[src/rtl/omnivision_spi_pkg.sv]
// Shared definitions for the Omnivision custom SPI transmitter and receiver.
package omnivision_spi_pkg;

  localparam logic [7:0]  OV_MODE_RAW8 = 8'h2A;
  localparam logic [15:0] OV_SYNC      = 16'hFFFF;

  // Frame sequencer states, shared so tx and rx agree on naming.
  typedef logic [2:0] ov_state_t;
  localparam ov_state_t OV_IDLE = 3'd0;
  localparam ov_state_t OV_HDR  = 3'd1;
  localparam ov_state_t OV_DIM  = 3'd2;
  localparam ov_state_t OV_PIX  = 3'd3;
  localparam ov_state_t OV_GAP  = 3'd4;

  // Header word: mode byte, reserved zero byte, then the sync pattern.
  function automatic logic [31:0] ov_hdr_word(input logic [7:0] mode);
    return {mode, 8'h00, OV_SYNC};
  endfunction

  // Dimension word: rows in the upper half, cols in the lower half.
  function automatic logic [31:0] ov_dim_word(input logic [15:0] rows,
                                              input logic [15:0] cols);
    return {rows, cols};
  endfunction

endpackage

[src/rtl/omnivision_spi_tx.sv]
// Omnivision custom SPI serializer: header, dimensions, pixels, idle gap.
// One shift register holds the current word or pixel; a beat counter tracks
// which slice is on sdat and triggers the next load on the final beat.
module omnivision_spi_tx
  import omnivision_spi_pkg::*;
#(
  parameter int         DATA_WIDTH = 8,
  parameter int         SPI_WIDTH  = 2,
  parameter int         DIM_WIDTH  = 12,
  parameter logic [7:0] MODE       = OV_MODE_RAW8,
  parameter int         IDLE_BEATS = 16
) (
  input  logic                  sclk,
  input  logic                  resetb,
  input  logic                  start,
  input  logic [DIM_WIDTH-1:0]  num_rows_in,
  input  logic [DIM_WIDTH-1:0]  num_cols_in,
  input  logic [DATA_WIDTH-1:0] pix_dat,
  input  logic                  pix_valid,
  output logic                  pix_ready,
  output logic [SPI_WIDTH-1:0]  sdat,
  output logic                  busy,
  output logic                  done,
  output logic                  underrun
);

  localparam int         SH_W      = (DATA_WIDTH > 32) ? DATA_WIDTH : 32;
  localparam int         CNT_W     = 2 * DIM_WIDTH;
  localparam logic [7:0] WORD_LAST = 8'(32 / SPI_WIDTH - 1);
  localparam logic [7:0] PIX_LAST  = 8'(DATA_WIDTH / SPI_WIDTH - 1);
  localparam logic [15:0] GAP_LAST = 16'(IDLE_BEATS - 1);

  ov_state_t              state_reg;
  logic [7:0]             beat_reg;
  logic [15:0]            gap_reg;
  logic [SH_W-1:0]        sh_reg;
  logic [SPI_WIDTH-1:0]   sdat_reg;
  logic [DIM_WIDTH-1:0]   rows_reg;
  logic [DIM_WIDTH-1:0]   cols_reg;
  logic [CNT_W-1:0]       total_reg;
  logic [CNT_W-1:0]       sent_reg;
  logic                   done_reg;
  logic                   underrun_reg;

  logic                   word_last;
  logic                   pix_last;
  logic                   pix_slot;
  logic [SH_W-1:0]        hdr_word;
  logic [SH_W-1:0]        dim_word;
  logic [SH_W-1:0]        pix_word;

  // Slot decode and the words that can be loaded into the shifter.
  always_comb begin
    word_last = (beat_reg == WORD_LAST);
    pix_last  = (beat_reg == PIX_LAST);
    // A slot opens on the final beat of DIM or of a pixel while pixels remain;
    // in DIM sent_reg is still zero so this also covers the empty-frame case.
    pix_slot  = (((state_reg == OV_DIM) && word_last) ||
                 ((state_reg == OV_PIX) && pix_last)) && (sent_reg < total_reg);
    hdr_word  = SH_W'(ov_hdr_word(MODE));
    dim_word  = SH_W'(ov_dim_word(16'(rows_reg), 16'(cols_reg)));
    // A missed slot still consumes a pixel position, sent as zero.
    pix_word  = pix_valid ? SH_W'(pix_dat) : '0;
  end

  // Frame sequencer, shifter and status pulses.
  always_ff @(posedge sclk or negedge resetb) begin
    if (!resetb) begin
      state_reg    <= OV_IDLE;
      beat_reg     <= '0;
      gap_reg      <= '0;
      sh_reg       <= '0;
      sdat_reg     <= '0;
      rows_reg     <= '0;
      cols_reg     <= '0;
      total_reg    <= '0;
      sent_reg     <= '0;
      done_reg     <= 1'b0;
      underrun_reg <= 1'b0;
    end else begin
      done_reg     <= 1'b0;
      underrun_reg <= 1'b0;
      case (state_reg)
        OV_IDLE: begin
          sdat_reg <= '0;
          if (start) begin
            rows_reg  <= num_rows_in;
            cols_reg  <= num_cols_in;
            total_reg <= CNT_W'(num_rows_in) * CNT_W'(num_cols_in);
            sent_reg  <= '0;
            sdat_reg  <= hdr_word[SPI_WIDTH-1:0];
            sh_reg    <= hdr_word >> SPI_WIDTH;
            beat_reg  <= '0;
            state_reg <= OV_HDR;
          end
        end
        OV_HDR: begin
          if (word_last) begin
            sdat_reg  <= dim_word[SPI_WIDTH-1:0];
            sh_reg    <= dim_word >> SPI_WIDTH;
            beat_reg  <= '0;
            state_reg <= OV_DIM;
          end else begin
            sdat_reg <= sh_reg[SPI_WIDTH-1:0];
            sh_reg   <= sh_reg >> SPI_WIDTH;
            beat_reg <= beat_reg + 8'd1;
          end
        end
        OV_DIM, OV_PIX: begin
          if (pix_slot) begin
            sdat_reg     <= pix_word[SPI_WIDTH-1:0];
            sh_reg       <= pix_word >> SPI_WIDTH;
            beat_reg     <= '0;
            sent_reg     <= sent_reg + 1'b1;
            underrun_reg <= ~pix_valid;
            state_reg    <= OV_PIX;
          end else if ((state_reg == OV_DIM) ? word_last : pix_last) begin
            sdat_reg  <= '0;
            gap_reg   <= '0;
            done_reg  <= 1'b1;
            state_reg <= OV_GAP;
          end else begin
            sdat_reg <= sh_reg[SPI_WIDTH-1:0];
            sh_reg   <= sh_reg >> SPI_WIDTH;
            beat_reg <= beat_reg + 8'd1;
          end
        end
        OV_GAP: begin
          sdat_reg <= '0;
          if (gap_reg == GAP_LAST) begin
            state_reg <= OV_IDLE;
          end else begin
            gap_reg <= gap_reg + 16'd1;
          end
        end
        default: begin
          sdat_reg  <= '0;
          state_reg <= OV_IDLE;
        end
      endcase
    end
  end

  assign pix_ready = pix_slot;
  assign sdat      = sdat_reg;
  assign busy      = (state_reg != OV_IDLE);
  assign done      = done_reg;
  assign underrun  = underrun_reg;

endmodule

[config.mk]
export PLATFORM = sky130hd
export DESIGN_NAME = omnivision_spi_tx
export DESIGN_NICKNAME = d
export VERILOG_FILES = /design/src/rtl/omnivision_spi_pkg.sv /design/src/rtl/omnivision_spi_tx.sv
export SDC_FILE = /design/constraint.sdc
export NUM_CORES = 1
export LEC_CHECK = 0
export ABC_AREA = 1
export CORE_MARGIN = 2
export CORE_UTILIZATION = 35
export DETAILED_ROUTE_END_ITERATION = 8
export GPL_ROUTABILITY_DRIVEN = 0
export SLEW_MARGIN = 40
export SYNTH_ARGS = -nofsm -noshare
export SYNTH_HDL_FRONTEND = slang
export SYNTH_SLANG_ARGS = --single-unit
[constraint.sdc]
create_clock -name sclk -period 2.25 [get_ports sclk]
set_input_delay 0.3375 -clock sclk [delete_from_list [all_inputs] [get_ports sclk]]
set_output_delay 0.3375 -clock sclk [all_outputs]
set_load 0.005 [all_outputs]
==> results of run 1 <==
[critical path: cells and delay by family]
family | cells | cell delay, ns
AND/OR/NAND/NOR | 6 | 0.39
XOR/XNOR | 1 | 0.14
buffers and inverters | 8 | 0.56
adder cells (fa/ha/maj) | 6 | 2.69
AO/OA/AOI/OAI | 2 | 0.38
[final cells by class]
cell class,count,area [um^2],share of cell area [%]
multi-input cells,1101,9280,50.7
repair buffers,322,3440,18.8
flip-flops and latches,130,3260,17.8
inverters,301,1160,6.32
well taps,448,561,3.06
clock buffers,18,429,2.34
clock inverters,14,178,0.971
[worst paths after layout]
kind	start	to	slack [ns]	cells after the start
min reg2reg	sh_reg[22]	sh_reg[22]	0.49	2
min	resetb	beat_reg[4]	0.37	2
max in group asynchronous	resetb	total_reg[19]	1.19	3
max	num_cols_in[8]	total_reg[19]	-1.94	23
min in group sclk	num_rows_in[1]	rows_reg[1]	0.37	4
max reg2reg	sent_reg[16]	beat_reg[7]	-0.20	16
[cell usage after synthesis (all sizes together)]
cell	n	area (um^2)
a211oi	1	7.51
a21boi	1	7.51
a21o	5	37.5
a21oi	42	221
a22oi	7	52.6
a31oi	1	6.26
and2	1	6.26
and3	1	6.26
buf	16	96.3
clkbuf	39	146
clkinv	1	3.75
dfrtp	130	3250
fa	100	2000
ha	88	1100
inv	300	1130
nand2	504	1900
nand3	61	335
nand3b	6	45.0
nand4	22	138
nor2	89	349
nor3	20	100
nor4	8	50.1
o2111ai	1	8.76
o21a	1	7.51
o21ai	71	355
o22ai	11	68.8
o31ai	13	97.6
o32ai	1	8.76
or2	3	18.8
xnor2	10	87.6
xor2	33	289
[where the power goes]
part           leakage (nW)  total (mW)  internal, mW  switching (mW)
combinational          7.23        19.3          9.31            9.99
clock                 0.284        2.92          1.76            1.16
sequential             1.69        3.52          3.06           0.462
[cell usage in the layout, fill, tap and decap left out, drive strengths merged, types with 8 or more instances in the layout]
| cell type | instances |
|---|---|
| xor2 | 33 |
| nor3 | 20 |
| nor2 | 89 |
| clkbuf | 23 |
| xnor2 | 10 |
| ha | 88 |
| clkdlybuf4s50 | 15 |
| buf | 300 |
| o21ai | 71 |
| nand2 | 504 |
| o22ai | 11 |
| inv | 302 |
| o31ai | 13 |
| nand4 | 22 |
| a21oi | 42 |
| nor4 | 8 |
| nand3 | 61 |
| fa | 100 |
| dfrtp | 130 |
[cell families after synthesis]
| logic type | Yosys count | synth area share [%] |
|---|---|---|
| buf+inv | 356 | 11.5 |
| simple gates | 715 | 24.7 |
| flops | 130 | 27.3 |
| xor+xnor | 43 | 3.15 |
| compound gates | 155 | 7.37 |
| fa+ha+maj | 188 | 26.0 |
[repair_timing]
action / in CTS / in global routing
buffers inserted: 53 / 28
resized for setup: 352 / 305
gates cloned: 24 / 0
pin swaps: 122 / 145
endpoints found under the setup margin: 99 / 101
hold buffers: 1 / 0
hold endpoints to repair: 31 / 0
[per-layer routing]
metal | routed length, um | global-route usage [%] | share of wire, % | up-vias
li1 | - | - | - | 5489
met1 | 16000 | 27.6 | 43 | 5732
met2 | 19300 | 36.7 | 51 | 293
met3 | 1590 | 3.45 | 4.2 | 49
met4 | 753 | 6.49 | 2.0 | 0
met5 | 0 | 0 | 0 | -
==> run_results.csv, run 1 <==
group,metric,value,unit
run_status,outcome,"finished with violations",
run_status,violations,"setup timing",
yosys,synthCells,1587,
clock_network,clk_pin_slew_worst_paths,0.06,ns
final_layout,design_area,18300,um^2
final_layout,diodes,0,
floorplan,num_io_pins,42,
final_layout,stdcell_count,2334,
yosys,synth_area,11900,um^2
floorplan,rows,67,
timing,rsz0062_at_grt,"yes",
clock_network,cts.path.max_buffers,2,
setup_path,cpMaxStageDelayCell,"fa_1",
clock_network,cts.sinks,130,
setup_path,cp.arrival,4.50,ns
final_layout,largest_reg_flops,27,
yosys,synth_area_per_cell,7.52,um^2
setup_path,crit_path_end_kind,"register",
setup_path,crit_chain,"buf_12, buf_16, nand2_4, inv_2, fa_1, inv_2, fa_1, inv_2, fa_2, fa_1, inv_2, fa_1, inv_2, ha_4, a21o_1, a21oi_2, buf_4, nor2_2, nor2_1, nand2_1, xor2_1, nand2_1, nand2_1",
setup_path,required,2.56,ns
setup_path,critical_path_class,"input port to register",
global_routing,grt_pass1_vias,12000,
timing,fmax,239,MHz
job,maxCapViolations,0,
clock_network,htree_levels,4,
final_layout,finalNetCount,2097,
global_routing,grt_max_degree,50,
timing,period_minus_slack,4.19,ns
timing,finalHoldViolCount,0,
timing,finClkSkew,0.0156,ns
final_layout,fin_util,54.6,%
global_routing,grt_usage,21.4,%
place,dp.cells,2208,
floorplan,coreArea,33500,um^2
routing,drtIter0Drc,668,
place,numPortBuffers,41,
place,place_area,14600,um^2
place,dp_hpwl,24700,um
power_and_ir_drop,power,25.7,mW
routing,totalWireLength,37700,um
timing,fin_tns_setup,-39.47,ns
yosys,yosys_warnings,0,
routing,remaining_drc_errors,0,
power_and_ir_drop,leakage,9.20,nW
timing,setup_violations,96,
floorplan,start_util,35.6,%
yosys,synth_nets,1811,
setup_path,path_max_fanout,3,
power_and_ir_drop,p_per_area,1410,nW/um^2
timing,post-route-period-util,186,%
global_routing,antenna_found_initial,0,
place,place_ws,-2.80,ns
yosys,seq_area_frac_synth,27.3,%
routing,wl_per_cell,16.1,um
final_layout,syn2layout_area_growth,53.3,%
clock_network,clockRootBuffer,"clkbuf_16",
setup_path,max_stage_delay,0.56,ns
yosys,ys_ff_latch,130,
floorplan,die_h,189,um
floorplan,die-area,35600,um^2
routing,ant_nets,0,
floorplan,die_x,189,um
timing,fin_ws,-1.94,ns
timing,max_slew.worst_pin.slew,0.587,ns
routing,dr.pass1.iters,5,
yosys,yosysUniqueCellTypes,41,
global_routing,grt_pass1_wl,60900,um
final_layout,fillCellCount,2901,
setup_path,startpoint_type,"input port",
global_routing,overflow,0,
routing,vias,11600,
clock_network,cts_tree,"done",
timing,slew_headroom,60.8,%
timing,slew_violations,0,
setup_path,cp_common_cell,"inv_2",
final_layout,drive_gt1_share,38.7,%
timing,hold_slack,0.367,ns
power_and_ir_drop,ir_drop,1270,uV
hold_path,hold_path_class,"input port to async pin",
clock_network,numCtsBuffers,17,
routing,drt-vias-per-instance,4.95,
clock_network,clock_latency,0.43,ns
No activity file was read; power rests on OpenSTA's default activity.
==> run 2, diff against run 1 <==
- CTS_BUF_LIST: unset -> sky130_fd_sc_hd__clkbuf_16
==> run_results.csv, run 2 (same netlist as run 1, synthesis figures left out) <==
group,metric,value,unit
clock_network,numCtsBuffers,17,
floorplan,coreArea,33500,um^2
clock_network,cts_tree,"done",
routing,ant_nets,0,
setup_path,cpMaxStageDelayCell,"fa_1",
clock_network,clk_pin_slew_worst_paths,0.06,ns
power_and_ir_drop,leakage,9.21,nW
setup_path,cp.arrival,4.50,ns
floorplan,num_io_pins,42,
timing,post-route-period-util,186,%
setup_path,cp_common_cell,"inv_2",
floorplan,die_x,189,um
global_routing,antenna_found_initial,0,
final_layout,largest_reg_flops,27,
hold_path,hold_path_class,"input port to async pin",
routing,drtIter0Drc,666,
floorplan,die_h,189,um
floorplan,die-area,35600,um^2
place,dp.cells,2208,
timing,max_slew.worst_pin.slew,0.588,ns
final_layout,fin_util,54.6,%
run_status,outcome,"finished with violations",
setup_path,required,2.57,ns
final_layout,fillCellCount,2901,
global_routing,grt_pass1_vias,12000,
global_routing,grt_usage,21.4,%
clock_network,cts.sinks,130,
global_routing,overflow,0,
final_layout,final_cell_mix,"nand2_1, inv_1, buf_4",
floorplan,start_util,35.6,%
run_status,violations,"setup timing",
job,maxCapViolations,0,
clock_network,cts.path.max_buffers,2,
final_layout,drive_gt1_share,38.7,%
final_layout,layout_commonest_cell,"nand2_1",
global_routing,grt_pass1_wl,60900,um
final_layout,finalNetCount,2097,
floorplan,rows,67,
routing,dr.pass1.iters,5,
setup_path,crit_path_end_kind,"register",
clock_network,clock_latency,0.43,ns
routing,drt-vias-per-instance,4.95,
place,numPortBuffers,41,
final_layout,syn2layout_area_growth,53.3,%
final_layout,stdcell_count,2334,
clock_network,clockRootBuffer,"clkbuf_16",
setup_path,startpoint_type,"input port",
routing,totalWireLength,37600,um
timing,period_minus_slack,4.18,ns
setup_path,crit_chain,"buf_12, buf_16, nand2_4, inv_2, fa_1, inv_2, fa_1, inv_2, fa_2, fa_1, inv_2, fa_1, inv_2, ha_4, a21o_1, a21oi_2, buf_4, nor2_2, nor2_1, nand2_1, xor2_1, nand2_1, nand2_1",
timing,slew_headroom,60.8,%
routing,remaining_drc_errors,0,
timing,setup_violations,96,
routing,wl_per_cell,16.1,um
timing,rsz0062_at_grt,"yes",
setup_path,path_max_fanout,3,
global_routing,grt_max_degree,50,
timing,fin_ws,-1.93,ns
timing,finClkSkew,0.0155,ns
place,place_ws,-2.80,ns
final_layout,diodes,0,
power_and_ir_drop,p_per_area,1410,nW/um^2
routing,vias,11500,
power_and_ir_drop,ir_drop,1270,uV
timing,slew_violations,0,
place,dp_hpwl,24700,um
setup_path,critical_path_class,"input port to register",
timing,fmax,239,MHz
timing,fin_tns_setup,-39.41,ns
timing,finalHoldViolCount,0,
clock_network,htree_levels,4,
setup_path,max_stage_delay,0.56,ns
[run 2: cell types whose count changed in the layout (fill, tap and decap cells not counted)]
cell,delta
inv_1,+1
clkbuf_1,-1
[run 2: worst paths after layout]
path                                startpoint  cells past startpoint            end  slack [ns]
worst max-delay path            num_cols_in[8]                     23  total_reg[19]       -1.93
worst min-delay path                    resetb                      2    beat_reg[4]        0.37
worst max register to register    sent_reg[16]                     16    beat_reg[7]       -0.20
worst min register to register      sh_reg[22]                      2     sh_reg[22]        0.49
max in group asynchronous               resetb                      3  total_reg[18]        1.19
min in group sclk               num_rows_in[1]                      4    rows_reg[1]        0.37
[run 2: power by group]
part,switching (mW),leakage [nW],internal [mW]
clock network,1.16,0.288,1.75
logic,9.97,7.23,9.31
registers,0.463,1.69,3.06
total,11.6,9.21,14.1
[run 2: cell type report]
class | count | area, um^2 | area share (%)
Multi-Input combinational cell | 1101 | 9280 | 50.7
Sequential cell | 130 | 3260 | 17.8
Tap cell | 448 | 561 | 3.06
Inverter | 301 | 1160 | 6.32
Clock inverter | 15 | 181 | 0.991
Clock buffer | 17 | 425 | 2.32
Timing Repair Buffer | 322 | 3440 | 18.8
[run 2: stage by stage]
step | power, mW | hold WS [ns] | area [um^2]
6_report | 25.7 | 0.367 | 18300
3_3_place_gp | 16.8 | 0.254 | 14600
5_1_grt | 27.6 | 0.374 | 18300
2_1_floorplan | 12.0 | 0.0419 | 12600
3_5_place_dp | 17.0 | 0.254 | 14600
4_1_cts | 23.1 | 0.364 | 17100
[run 2: worst max-delay path, delay by kind of cell]
| kind | cells | cell delay, ns |
|---|---|---|
| adders and majority gates | 6 | 2.69 |
| buffers and inverters | 8 | 0.57 |
| and+or+nand+nor | 6 | 0.38 |
| AOI/OAI and AO/OA | 2 | 0.38 |
| xor gates and xnor gates | 1 | 0.14 |
[run 2: routing by layer]
layer / part of all wire [%] / GRT usage [%] / routed length (um) / up-vias
li1: - / - / - / 5484
met1: 42 / 27.6 / 15900 / 5702
met2: 51 / 36.7 / 19200 / 307
met3: 4.6 / 3.45 / 1740 / 56
met4: 2.0 / 6.49 / 766 / 0
met5: 0 / 0 / 0 / -
[run 2: repair_timing]
action,4_1_cts,5_1_grt
hold buffers,1,0
buffers inserted,53,28
pin swaps,122,145
endpoints found under the setup margin,99,101
resized for setup,352,305
endpoints found under the hold margin,31,0
cloned,24,0
==> run 3, diff against run 2 <==
- SLEW_MARGIN: 40 -> unset
==> results of run 3 <==
Same layout as run 2: the final DEF is identical, and so are final timing and power.
